## src/rtl/slap_spr_pkg.sv

```systemverilog
`default_nettype none
// ============================================================================
// Module   : slap_spr_pkg
// Purpose  : Shared types and constants for the sprite scanline scheduler:
//            FSM state encoding, sprite-entry byte offsets, default sprite
//            height and the packed draw-job record.
// Revision : 1.0 - initial release
// ============================================================================
package slap_spr_pkg;

  // Scheduler FSM states
  typedef enum logic [2:0] {
    IDLE  = 3'd0,
    FETCH = 3'd1,
    EVAL  = 3'd2,
    ISSUE = 3'd3,
    DONE  = 3'd4
  } spr_state_t;

  // Byte offsets within a 4-byte sprite entry
  localparam logic [1:0] OFS_HPOS = 2'd0;
  localparam logic [1:0] OFS_EXT  = 2'd1;
  localparam logic [1:0] OFS_VPOS = 2'd2;
  localparam logic [1:0] OFS_CODE = 2'd3;

  // Default sprite height in lines (power of two)
  localparam int SPR_H_DEFAULT = 16;

  // Draw job handed to the line-buffer engine
  typedef struct packed {
    logic [9:0] code;
    logic [3:0] row;
    logic [8:0] hpos;
    logic [3:0] col;
  } spr_job_t;

endpackage
`default_nettype wire

```

## src/rtl/spr_y_hit.sv

```systemverilog
`default_nettype none
// ============================================================================
// Module   : spr_y_hit
// Purpose  : Vertical hit test for one sprite against the line being
//            prepared. diff wraps modulo 256 so sprites straddling line 0
//            still hit. Optional vertical flip of the row index when the
//            SPR_FLIP_EN macro is defined.
// Revision : 1.0 - initial release
// ============================================================================
module spr_y_hit #(
  parameter int SPR_H = 16
) (
  input  logic [7:0] vline,
  input  logic [7:0] vpos,
  input  logic       flip,
  output logic       hit,
  output logic [3:0] row
);

  logic [7:0] w_diff;

  assign w_diff = vline - vpos;
  assign hit    = (w_diff < 8'(SPR_H));

`ifdef SPR_FLIP_EN
  assign row = flip ? (4'(SPR_H - 1) - w_diff[3:0]) : w_diff[3:0];
`else
  logic w_flip_unused;
  assign w_flip_unused = flip;
  assign row           = w_diff[3:0];
`endif

endmodule
`default_nettype wire

```

## src/rtl/sprite_scan_sched.sv

```systemverilog
`default_nettype none
// ============================================================================
// Module   : sprite_scan_sched
// Purpose  : Per-scanline sprite evaluation scheduler. On each line_start it
//            walks sprite RAM (4 bytes/entry), tests each sprite against the
//            next line and hands one draw job per hit to the draw engine via
//            a valid/ready handshake. Also owns the ping-pong line-buffer
//            select. Optional screen flip via macro SPR_FLIP_EN.
// Revision : 1.0 - initial release
// ============================================================================
module sprite_scan_sched
  import slap_spr_pkg::*;
#(
  parameter int NUM_SPRITES  = 512,
  parameter int MAX_PER_LINE = 32,
  parameter int SPR_H        = SPR_H_DEFAULT
) (
  input  logic        master_clk,
  input  logic        nRESET,
  input  logic        scan_en,
  input  logic        line_start,
  input  logic [7:0]  vline,
  input  logic        screen_flip,
  output logic [10:0] ram_addr,
  output logic        ram_rd,
  input  logic [7:0]  ram_data,
  output logic        job_valid,
  input  logic        job_ready,
  output logic [9:0]  job_code,
  output logic [3:0]  job_row,
  output logic [8:0]  job_hpos,
  output logic [3:0]  job_col,
  output logic        lbuf_sel,
  output logic        line_done,
  output logic        ovf,
  output logic [5:0]  spr_count
);

  localparam logic [8:0] C_LAST_PTR = 9'(NUM_SPRITES - 1);
  localparam logic [5:0] C_MAX      = 6'(MAX_PER_LINE);

  spr_state_t r_state, w_state_nxt;

  logic [8:0] r_ptr;
  logic [1:0] r_idx;
  logic       r_rd_pend;
  logic [1:0] r_rd_ofs;
  logic [7:0] r_vline;
  logic       r_flip;
  logic [8:0] r_hpos;
  logic [3:0] r_col;
  logic [9:0] r_code;
  logic [7:0] r_vpos;
  logic       r_lbuf;
  logic [5:0] r_count;
  logic       r_ovf;
  logic       r_done;

  logic       w_hit;
  logic [3:0] w_row;
  logic [8:0] w_hpos;
  logic       w_job_valid;
  logic       w_accept;
  logic       w_ptr_adv;
  logic       w_set_done;
  logic       w_set_ovf;
  logic       w_ext_unused;
  spr_job_t   w_job;

  assign w_ext_unused = ram_data[5];

  spr_y_hit #(
    .SPR_H (SPR_H)
  ) u_y_hit (
    .vline (r_vline),
    .vpos  (r_vpos),
    .flip  (r_flip),
    .hit   (w_hit),
    .row   (w_row)
  );

`ifdef SPR_FLIP_EN
  assign w_hpos = r_flip ? (9'h1F0 - r_hpos) : r_hpos;
`else
  assign w_hpos = r_hpos;
`endif

  assign w_job     = {r_code, w_row, w_hpos, r_col};
  assign job_code  = w_job.code;
  assign job_row   = w_job.row;
  assign job_hpos  = w_job.hpos;
  assign job_col   = w_job.col;
  assign job_valid = w_job_valid;
  assign ram_addr  = {r_ptr, r_idx};
  assign ram_rd    = (r_state == FETCH);
  assign lbuf_sel  = r_lbuf;
  assign line_done = r_done;
  assign ovf       = r_ovf;
  assign spr_count = r_count;

  // State register
  always_ff @(posedge master_clk) begin
    if (!nRESET) r_state <= IDLE;
    else         r_state <= w_state_nxt;
  end

  // Next-state decode and per-cycle control strobes; line_start overrides all
  always_comb begin
    w_state_nxt = r_state;
    w_job_valid = 1'b0;
    w_accept    = 1'b0;
    w_ptr_adv   = 1'b0;
    w_set_done  = 1'b0;
    w_set_ovf   = 1'b0;
    case (r_state)
      IDLE: ;
      FETCH: begin
        if (scan_en && (r_idx == 2'd3)) w_state_nxt = EVAL;
      end
      EVAL: begin
        if (scan_en) begin
          if (!w_hit) begin
            w_ptr_adv = 1'b1;
            if (r_ptr == C_LAST_PTR) begin
              w_set_done  = 1'b1;
              w_state_nxt = DONE;
            end else begin
              w_state_nxt = FETCH;
            end
          end else if (r_count < C_MAX) begin
            w_state_nxt = ISSUE;
          end else begin
            w_set_ovf   = 1'b1;
            w_state_nxt = DONE;
          end
        end
      end
      ISSUE: begin
        // Acceptance is not gated by scan_en so a presented job always drains
        w_job_valid = 1'b1;
        if (job_ready) begin
          w_accept  = 1'b1;
          w_ptr_adv = 1'b1;
          if (r_ptr == C_LAST_PTR) begin
            w_set_done  = 1'b1;
            w_state_nxt = DONE;
          end else begin
            w_state_nxt = FETCH;
          end
        end
      end
      DONE: ;
      default: w_state_nxt = IDLE;
    endcase
    if (line_start) begin
      w_state_nxt = FETCH;
      w_job_valid = 1'b0;
      w_accept    = 1'b0;
      w_ptr_adv   = 1'b0;
      w_set_done  = 1'b0;
      w_set_ovf   = 1'b0;
    end
  end

  // Scan datapath: pointer, fetch sequencing, byte capture and line status
  always_ff @(posedge master_clk) begin
    if (!nRESET) begin
      r_ptr     <= 9'd0;
      r_idx     <= 2'd0;
      r_rd_pend <= 1'b0;
      r_rd_ofs  <= 2'd0;
      r_vline   <= 8'd0;
      r_flip    <= 1'b0;
      r_hpos    <= 9'd0;
      r_col     <= 4'd0;
      r_code    <= 10'd0;
      r_vpos    <= 8'd0;
      r_lbuf    <= 1'b0;
      r_count   <= 6'd0;
      r_ovf     <= 1'b0;
      r_done    <= 1'b0;
    end else if (line_start) begin
      r_lbuf    <= ~r_lbuf;
      r_count   <= 6'd0;
      r_ovf     <= 1'b0;
      r_ptr     <= 9'd0;
      r_idx     <= 2'd0;
      r_rd_pend <= 1'b0;
      r_vline   <= vline;
      r_flip    <= screen_flip;
      r_done    <= 1'b0;
    end else begin
      r_done <= w_set_done;
      if (w_set_ovf) r_ovf   <= 1'b1;
      if (w_accept)  r_count <= r_count + 6'd1;
      if (w_ptr_adv) r_ptr   <= r_ptr + 9'd1;
      if (scan_en) begin
        // Data for a read appears on the next enabled cycle
        r_rd_pend <= (r_state == FETCH);
        r_rd_ofs  <= r_idx;
        if (r_state == FETCH) r_idx <= r_idx + 2'd1;
        if (r_rd_pend) begin
          case (r_rd_ofs)
            OFS_HPOS: r_hpos[7:0] <= ram_data;
            OFS_EXT: begin
              r_hpos[8]   <= ram_data[0];
              r_col       <= ram_data[4:1];
              r_code[9:8] <= ram_data[7:6];
            end
            OFS_VPOS: r_vpos      <= ram_data;
            OFS_CODE: r_code[7:0] <= ram_data;
            default: ;
          endcase
        end
      end
    end
  end

endmodule
`default_nettype wire

```

## config.mk

```make
export PLATFORM = sky130hd
export DESIGN_NAME = sprite_scan_sched
export DESIGN_NICKNAME = d
export VERILOG_FILES = /design/src/rtl/slap_spr_pkg.sv /design/src/rtl/spr_y_hit.sv /design/src/rtl/sprite_scan_sched.sv
export SDC_FILE = /design/constraint.sdc
export NUM_CORES = 1
export LEC_CHECK = 0
export CAP_MARGIN = 20
export CORE_MARGIN = 2
export CORE_UTILIZATION = 40
export DETAILED_ROUTE_END_ITERATION = 7
export PLACE_DENSITY_LB_ADDON = 0.1
export SLEW_MARGIN = 5
export SYNTH_ARGS = -nofsm -noshare
export SYNTH_HDL_FRONTEND = slang
export SYNTH_HIERARCHICAL = 1
export SYNTH_SLANG_ARGS = --single-unit
export TNS_END_PERCENT = 100
```

## constraint.sdc

```tcl
create_clock -name master_clk -period 3.85 [get_ports master_clk]
set_input_delay 0.77 -clock master_clk [delete_from_list [all_inputs] [get_ports master_clk]]
set_output_delay 0.77 -clock master_clk [all_outputs]
set_load 0.05 [all_outputs]
```

### Word level (Yosys, flattened, before mapping)

Index checks and enable logic that the tools add are counted.

* bitwise gates (word level): 4
* div/mod/pow operators: 0
* shift-type cells: 0
* magnitude comparators: 2
* mux-type cells: 27
* multiply operators: 0
* add/sub/neg operators: 4
* reductions and logical operators: 13
* equal/unequal tests: 16

Operators with widths (count)
* $reduce_and 4->1: 6
* $mux 1: 18
* $mux 3: 6
* $pmux 3 s4: 1
* $add 9x1->9 const B: 1
* $eq 9x9->1 const B: 1
* $lt 8x5->1 const B: 1
* $sub 8x8->8: 1
* $add 6x1->6 const B: 1
* $eq 2x2->1 const B: 3
* $eq 3x2->1 const B: 2
* $lt 6x6->1 const B: 1
* $ne 3x3->1 const B: 2
* $ne 2x1->1 const B: 2
* $ne 2x2->1 const B: 2
* $not 1->1: 4
* $pmux 1 s2: 2
* $reduce_and 2->1: 2
* $reduce_or 2->1: 2
* $eq 3x1->1 const B: 1
* $eq 3x3->1 const B: 1
* $logic_not 3->1: 1
* $ne 3x2->1 const B: 1
* $add 2x1->2 const B: 1
* other kinds (3): 3

* memory bits (writable): 0
* memories: 0
* ROM bits: 0
* output and inout bits: 49
* register bits after elaboration: 65
* latch bits: 0
* bits of input ports: 22

### Depth between registers and ports, before layout

Gate-level depths: netlist (run 1).

* depth after elaboration: 6
* mapped depth: 12
* mapped depth without buffers: 12

### Cells and area by module

The synthesis (run 1) kept the hierarchy.

Modules (own cells, without submodules)
* sprite_scan_sched: area an instance 2851.5 um^2, instances 1, sequential area each 1321.3 um^2, cells each 277
* spr_y_hit: area an instance 354.1 um^2, instances 1, sequential area each 0.0 um^2, cells each 55

### Least setup slack after synthesis (run 1)

No wires, ideal clock.

* path kind: reg2reg
* start point: register r_vline[0]
* end point: register r_ptr[8]
* cell stages (with the launch flop): 13
* library setup time: 128 ps
* required time: 3722 ps
* setup slack: 1221 ps
* arrival time: 2502 ps
* buffers on the path: 0
* cell sequence: dfxtp_1 -> inv_1 -> ha_1 -> fa_1 -> nand2b_1 -> a21oi_1 -> mux2i_1 -> nand3_1 -> nor4_2 -> nor3b_4 -> o21ai_4 -> mux2i_1 -> nor2_1

* longest elaborated chain between the ends: 6

Ends and longest elaborated chain
* start, declared: RTL line sprite_scan_sched.sv:48 `logic [7:0] r_vline;`
* start signal, assigned: RTL line sprite_scan_sched.sv:189 `r_vline <= vline;`
* $sub 8x8->8: RTL line spr_y_hit.sv:22 `assign w_diff = vline - vpos;`
* $lt 8x5->1: RTL line spr_y_hit.sv:23 `assign hit = (w_diff < 8'(SPR_H));`
* named net w_hit: RTL line sprite_scan_sched.sv:59 `logic w_hit;`
* $mux 1: RTL line sprite_scan_sched.sv:122 `if (!w_hit) begin`
* $mux 1: RTL line sprite_scan_sched.sv:121 `if (scan_en) begin`
* $pmux 1 s2: RTL line sprite_scan_sched.sv:115 `case (r_state)`
* $mux 1: RTL line sprite_scan_sched.sv:155 `if (line_start) begin`
* end signal, assigned: RTL line sprite_scan_sched.sv:196 `if (w_ptr_adv) r_ptr <= r_ptr + 9'd1;`
* end, declared: RTL line sprite_scan_sched.sv:44 `logic [8:0] r_ptr;`

The timed path passes the listed nets, and every way through them passes these cells.
A chain may end at the register's enable or synchronous reset.

### Worst setup path after layout (run 1)

* start point: input line_start
* end point: output job_valid

* longest elaborated chain between the ends: 1

Ends and longest elaborated chain
* start, declared: RTL line sprite_scan_sched.sv:21 `input logic line_start,`
* $mux 1: RTL line sprite_scan_sched.sv:155
* end, declared: RTL line sprite_scan_sched.sv:27 `output logic job_valid,`

Every way passes these cells.

==> results of run 1 <==
==> state kept, by name, summed over array words and instances (netlist names), 2 cells and up <==
signal,cells
r_idx,2
spr_count,6
r_ptr,9
job_hpos,9
job_code,10
r_state,3
r_vline,8
r_rd_ofs,2
r_vpos,8
job_col,4
==> metal layers <==
metal / vias to the layer above / GRT usage / part of all wire
met4: 0 / 0.06127 / 0.012
met1: 1128 / 0.2260 / 0.51
met3: 6 / 0.04593 / 0.049
met2: 55 / 0.2337 / 0.43
met5: - / 0 / 0
li1: 1252 / - / -
==> worst max-delay path, stage by stage <==
cell and delay (ns):
clkdlybuf4s50_1 0.58, nor2_1 0.18, clkdlybuf4s50_1 0.81
==> power by group through the flow <==
| stage | sequential (W) | clock [W] | combinational (W) |
|---|---|---|---|
| 4_1_cts | 0.000687 | 0.000522 | 0.000152 |
| 3_5_place_dp | 0.000703 | 0 | 0.000152 |
| 5_1_grt | 0.000688 | 0.000557 | 0.000165 |
| 6_report | 0.000687 | 0.000500 | 0.000151 |
| 3_3_place_gp | 0.000703 | 0 | 0.000150 |
| 2_1_floorplan | 0.000707 | 0 | 0.0000942 |
==> layout by cell type, fill, tap and decap left out, types with 3 or more instances in the layout <==
master / instances
a211oi_1: 3
a21oi_1: 10
and2_1: 3
clkbuf_8: 9
clkdlybuf4s50_1: 69
clkinv_2: 3
dfxtp_1: 65
ha_1: 12
inv_1: 15
mux2i_1: 47
nand2_1: 12
nand2b_1: 9
nand3_1: 6
nor2_1: 26
nor2b_1: 46
nor3_1: 4
o211ai_1: 3
o21ai_0: 5
xnor2_1: 5
xor2_1: 10
==> per-stage QoR <==
step | utilization | cell area (sq um) | total power [W] | instances
floorplan | - | 3169 | 0.0008015 | 329
global placement | 0.5106 | 3925 | 0.0008530 | 486
detailed placement | 0.5106 | 3925 | 0.0008546 | 486
CTS | 0.5329 | 4096 | 0.001362 | 502
global route | 0.5329 | 4096 | 0.001411 | 502
finish | 0.5329 | 4096 | 0.001338 | 502
==> cell type report <==
class,count,area [sq um]
fill,735,3591
sequential,65,1301
timing repair buffer,71,705.7
multi-input combinational,233,1734
clock inverter,7,47.55
clock buffer,9,123.9
inverter,15,56.30
tap,102,127.6
==> worst paths after layout <==
| check | slack, ns | to | cells past startpoint | from |
|---|---|---|---|---|
| max | 0.75 | job_valid | 3 | line_start |
| min | 0.47 | ovf$_SDFFE_PP0P_ | 2 | ovf$_SDFFE_PP0P_ |
| max reg2reg | 0.83 | r_ptr[8]$_SDFFE_PP0P_ | 12 | r_vline[0]$_SDFFE_PN0P_ |
| min reg2reg | 0.47 | ovf$_SDFFE_PP0P_ | 2 | ovf$_SDFFE_PP0P_ |
==> results.cfg, run 1 <==
[synthesis]
synth_area_sq_um = 3169
synth_nets = 364
syn_inst = 329
syn_avg_cell_area_sq_um = 9.633
ys_warn_count = 6

[place]
portBuffers = 69
hpwl_um = 4670
pre_cts_ws_ns = 0.7050
place_congestion = 0.8184

[setup_path]
cp_max_fo = 8
start_kind = input pin
arrival_ns = 2.33
worstSetupEndpointType = output port
path_class = input pin to output port
crit_required_ns = 3.08

[power]
seqPwrFrac = 0.514
p_per_area_nw_per_um2 = 326.7
p_sw_frac = 0.2681
p_switching_w = 0.0003589
leakagePower_nw = 1.593
vdd_drop_max_uv = 202.8
p_clk_frac = 0.374
intPower_w = 0.0009796
pwr-share-comb = 0.113

[drt]
avgViaCountPerCell = 4.863
drtIter0Drc = 102
avgRoutedWirePerCell_um = 13.01
drcViolationCount = 0
ant_nets = 0
dr.pass1.iters = 4
drt_wl_total_um = 6530
routed-via-count = 2441

[global_routing]
grt_pass1_wl_um = 11090
track_usage = 0.1611
gr-total-overflow = 0
grt_max_degree = 47
antenna_found_initial = 0
grt_pass1_vias = 2367

[timing]
worst_slew_pin_slew_ns = 0.8051
fin_crit_sh = 0.8061
fmax_mhz = 322.2
fin_crit_ns = 3.103
setup_viol = 0
hold_slack_ns = 0.4719
rsz0062_at_grt = false
finalSetupTns_ns = 0
skew_ns = 0.006231
slew_headroom = 0.4633
hold_viol_final = 0
maxSlewViolCount = 0
layout_setup_ws_ns = 0.7467

[cts]
clk_latency_ns = 0.33
cts_resized = 0
cts_tree = built
clock_sinks = 65
path_clk_slew_ns = 0.07
root_buffer = clkbuf_8
ctsHtreeMaxLevel = 3
post_cts_buffers = 0
hold_buffers = 0
cts-buffers-inserted = 9
cts.path.max_buffers = 2

[cells_and_area]
syn_to_final_growth_pct = 29.25
layout.nets = 430
drive_gt1_frac = 0.06250
diodes = 0

[floorplan]
die_x_um = 93.01
io_pins = 71
die_y_um = 93.01
dieArea_sq_um = 8651
std_cell_rows = 32
core_sq_um = 7687
initial_core_util = 0.4123

[flow_run]
cap_viol_max_count = 0

[outcome]
status = complete, no violations

[hold_path]
hold_path_class = flop to flop
No activity file was read; power rests on OpenSTA's default activity.
==> run 2, diff against run 1 <==
==> constraint.sdc (replaced) <==
create_clock -name master_clk -period 2.7 [get_ports master_clk]
set_input_delay 0.54 -clock master_clk [delete_from_list [all_inputs] [get_ports master_clk]]
set_output_delay 0.54 -clock master_clk [all_outputs]
set_load 0.05 [all_outputs]
==> results.cfg, run 2 (same netlist as run 1, synthesis figures left out) <==
[timing]
skew_ns = 0.01214
setup_viol = 0
rsz0062_at_grt = true
fin_crit_ns = 2.613
hold_viol_final = 0
fmax_mhz = 382.7
finalSetupTns_ns = 0
maxSlewViolCount = 0
worst_slew_pin_slew_ns = 0.5208
fin_crit_sh = 0.9678
slew_headroom = 0.6517

[setup_path]
crit_family = simple AND/OR/NAND/NOR gates
arrival_ns = 2.89
rrSetupSlack_ns = 0.09
worst-path-buf-inv = 2
critical_path.slowest_cell = or4_1
cp_max_fo = 5
path_class = flop to flop
crit_chain = inv_2, ha_4, fa_2, nand2b_4, a21oi_2, mux2i_1, nand3_1, nor4_2, buf_4, nor3b_4, o21ai_4, or4_1, a21oi_1
crit_required_ns = 2.98
cpPeakStageDelay_ns = 0.47
worstSetupEndpointType = flop
start_kind = flop

[cells_and_area]
layout.cells.non_filler = 519
final_common_cell = clkdlybuf4s50_1
diodes = 0
largest_register_ffs = 10
drive_gt1_frac = 0.1367
syn_to_final_growth_pct = 37.15
final_cell_mix = clkdlybuf4s50_1 (65), dfxtp_1 (63), mux2i_1 (47)
layout.nets = 447
nFillCells = 746

[cts]
cts_tree = built
clock_sinks = 65
cts.path.max_buffers = 2
root_buffer = clkbuf_8
cts-buffers-inserted = 9
clk_latency_ns = 0.34
path_clk_slew_ns = 0.08
ctsHtreeMaxLevel = 3

[drt]
avgViaCountPerCell = 4.823
ant_nets = 0
drcViolationCount = 0
drt_wl_total_um = 7075
dr.pass1.iters = 4
drtIter0Drc = 60
avgRoutedWirePerCell_um = 13.63
routed-via-count = 2503

[floorplan]
io_pins = 71
std_cell_rows = 32
initial_core_util = 0.4123
die_x_um = 93.01
core_sq_um = 7687
die_y_um = 93.01
dieArea_sq_um = 8651

[global_routing]
grt_pass1_wl_um = 11630
grt_pass1_vias = 2391
antenna_found_initial = 0
track_usage = 0.1690
grt_max_degree = 43
gr-total-overflow = 0

[place]
hpwl_um = 4898
portBuffers = 69
numPlacedInstances = 496
place_congestion = 0.8278

[power]
p_per_area_nw_per_um2 = 492.6
power_w = 0.002141
vdd_drop_max_uv = 333.0
leakagePower_nw = 1.717

[flow_run]
cap_viol_max_count = 0

[hold_path]
hold_path_class = flop to flop

[outcome]
status = complete, no violations
run 2: cell types whose count changed in the layout (fill, tap and decap cells not counted), sizes merged:
| cell | change |
|---|---|
| clkinvlp | -1 |
| buf | +21 |
| clkinv | -1 |
| clkdlybuf4s50 | -4 |
| bufinv | +2 |
run 2: cell type report:
class / count / area [sq um] / area share
Clock buffer: 9 / 123.9 / 0.02850
Timing Repair Buffer: 88 / 848.3 / 0.1952
Clock inverter: 7 / 95.09 / 0.02188
Inverter: 15 / 56.30 / 0.01295
Sequential cell: 65 / 1304 / 0.2999
Multi-Input combinational cell: 233 / 1792 / 0.4122
Tap cell: 102 / 127.6 / 0.02936
run 2: stage by stage:
step	worst slack (ns)	hold WS, ns	cell area, sq um	util
finish	0.08700	0.4769	4347	0.5654
CTS	-0.03730	0.4812	4249	0.5527
floorplan	0.07053	0.4826	3169	-
detailed placement	-0.06834	0.4637	4015	0.5223
global route	-0.03503	0.4944	4347	0.5654
global placement	-0.03684	0.4780	4015	0.5223
run 2: path summary, 6_finish.rpt:
kind	startpoint	endpoint	cells past startpoint
setup / recovery	r_vline[0]$_SDFFE_PN0P_	r_ptr[6]$_SDFFE_PP0P_	13
setup reg to reg	r_vline[0]$_SDFFE_PN0P_	r_ptr[6]$_SDFFE_PP0P_	13
hold / removal	ovf$_SDFFE_PP0P_	ovf$_SDFFE_PP0P_	2
hold reg to reg	ovf$_SDFFE_PP0P_	ovf$_SDFFE_PP0P_	2
run 2: routing by layer:
layer  wire, um  GRT usage  vias to the layer above
li1           -          -                     1279
met1       3508     0.2397                     1161
met2       3096     0.2415                       54
met3        358    0.04110                        9
met4        111    0.07721                        0
met5          0          0                        -
run 2: power breakdown:
| part | switching (W) | internal [W] |
|---|---|---|
| logic | 0.000130 | 0.000116 |
| registers | 0.00000803 | 0.000970 |
| clock network | 0.000398 | 0.000519 |
run 2: what timing repair did:
item	in CTS	in global routing
pin swaps	2	8
setup buffers	2	5
setup endpoints to repair	6	13
hold buffers	0	0
resized for setup	0	14
run 2: worst reg2reg max path, cell delays in order, from the launching register on:
cell and delay, ns:
dfxtp_2 0.34, inv_2 0.04, ha_4 0.15, fa_2 0.33, nand2b_4 0.15, a21oi_2 0.14
mux2i_1 0.09, nand3_1 0.09, nor4_2 0.05, buf_4 0.16, nor3b_4 0.30, o21ai_4 0.12
or4_1 0.47, a21oi_1 0.12
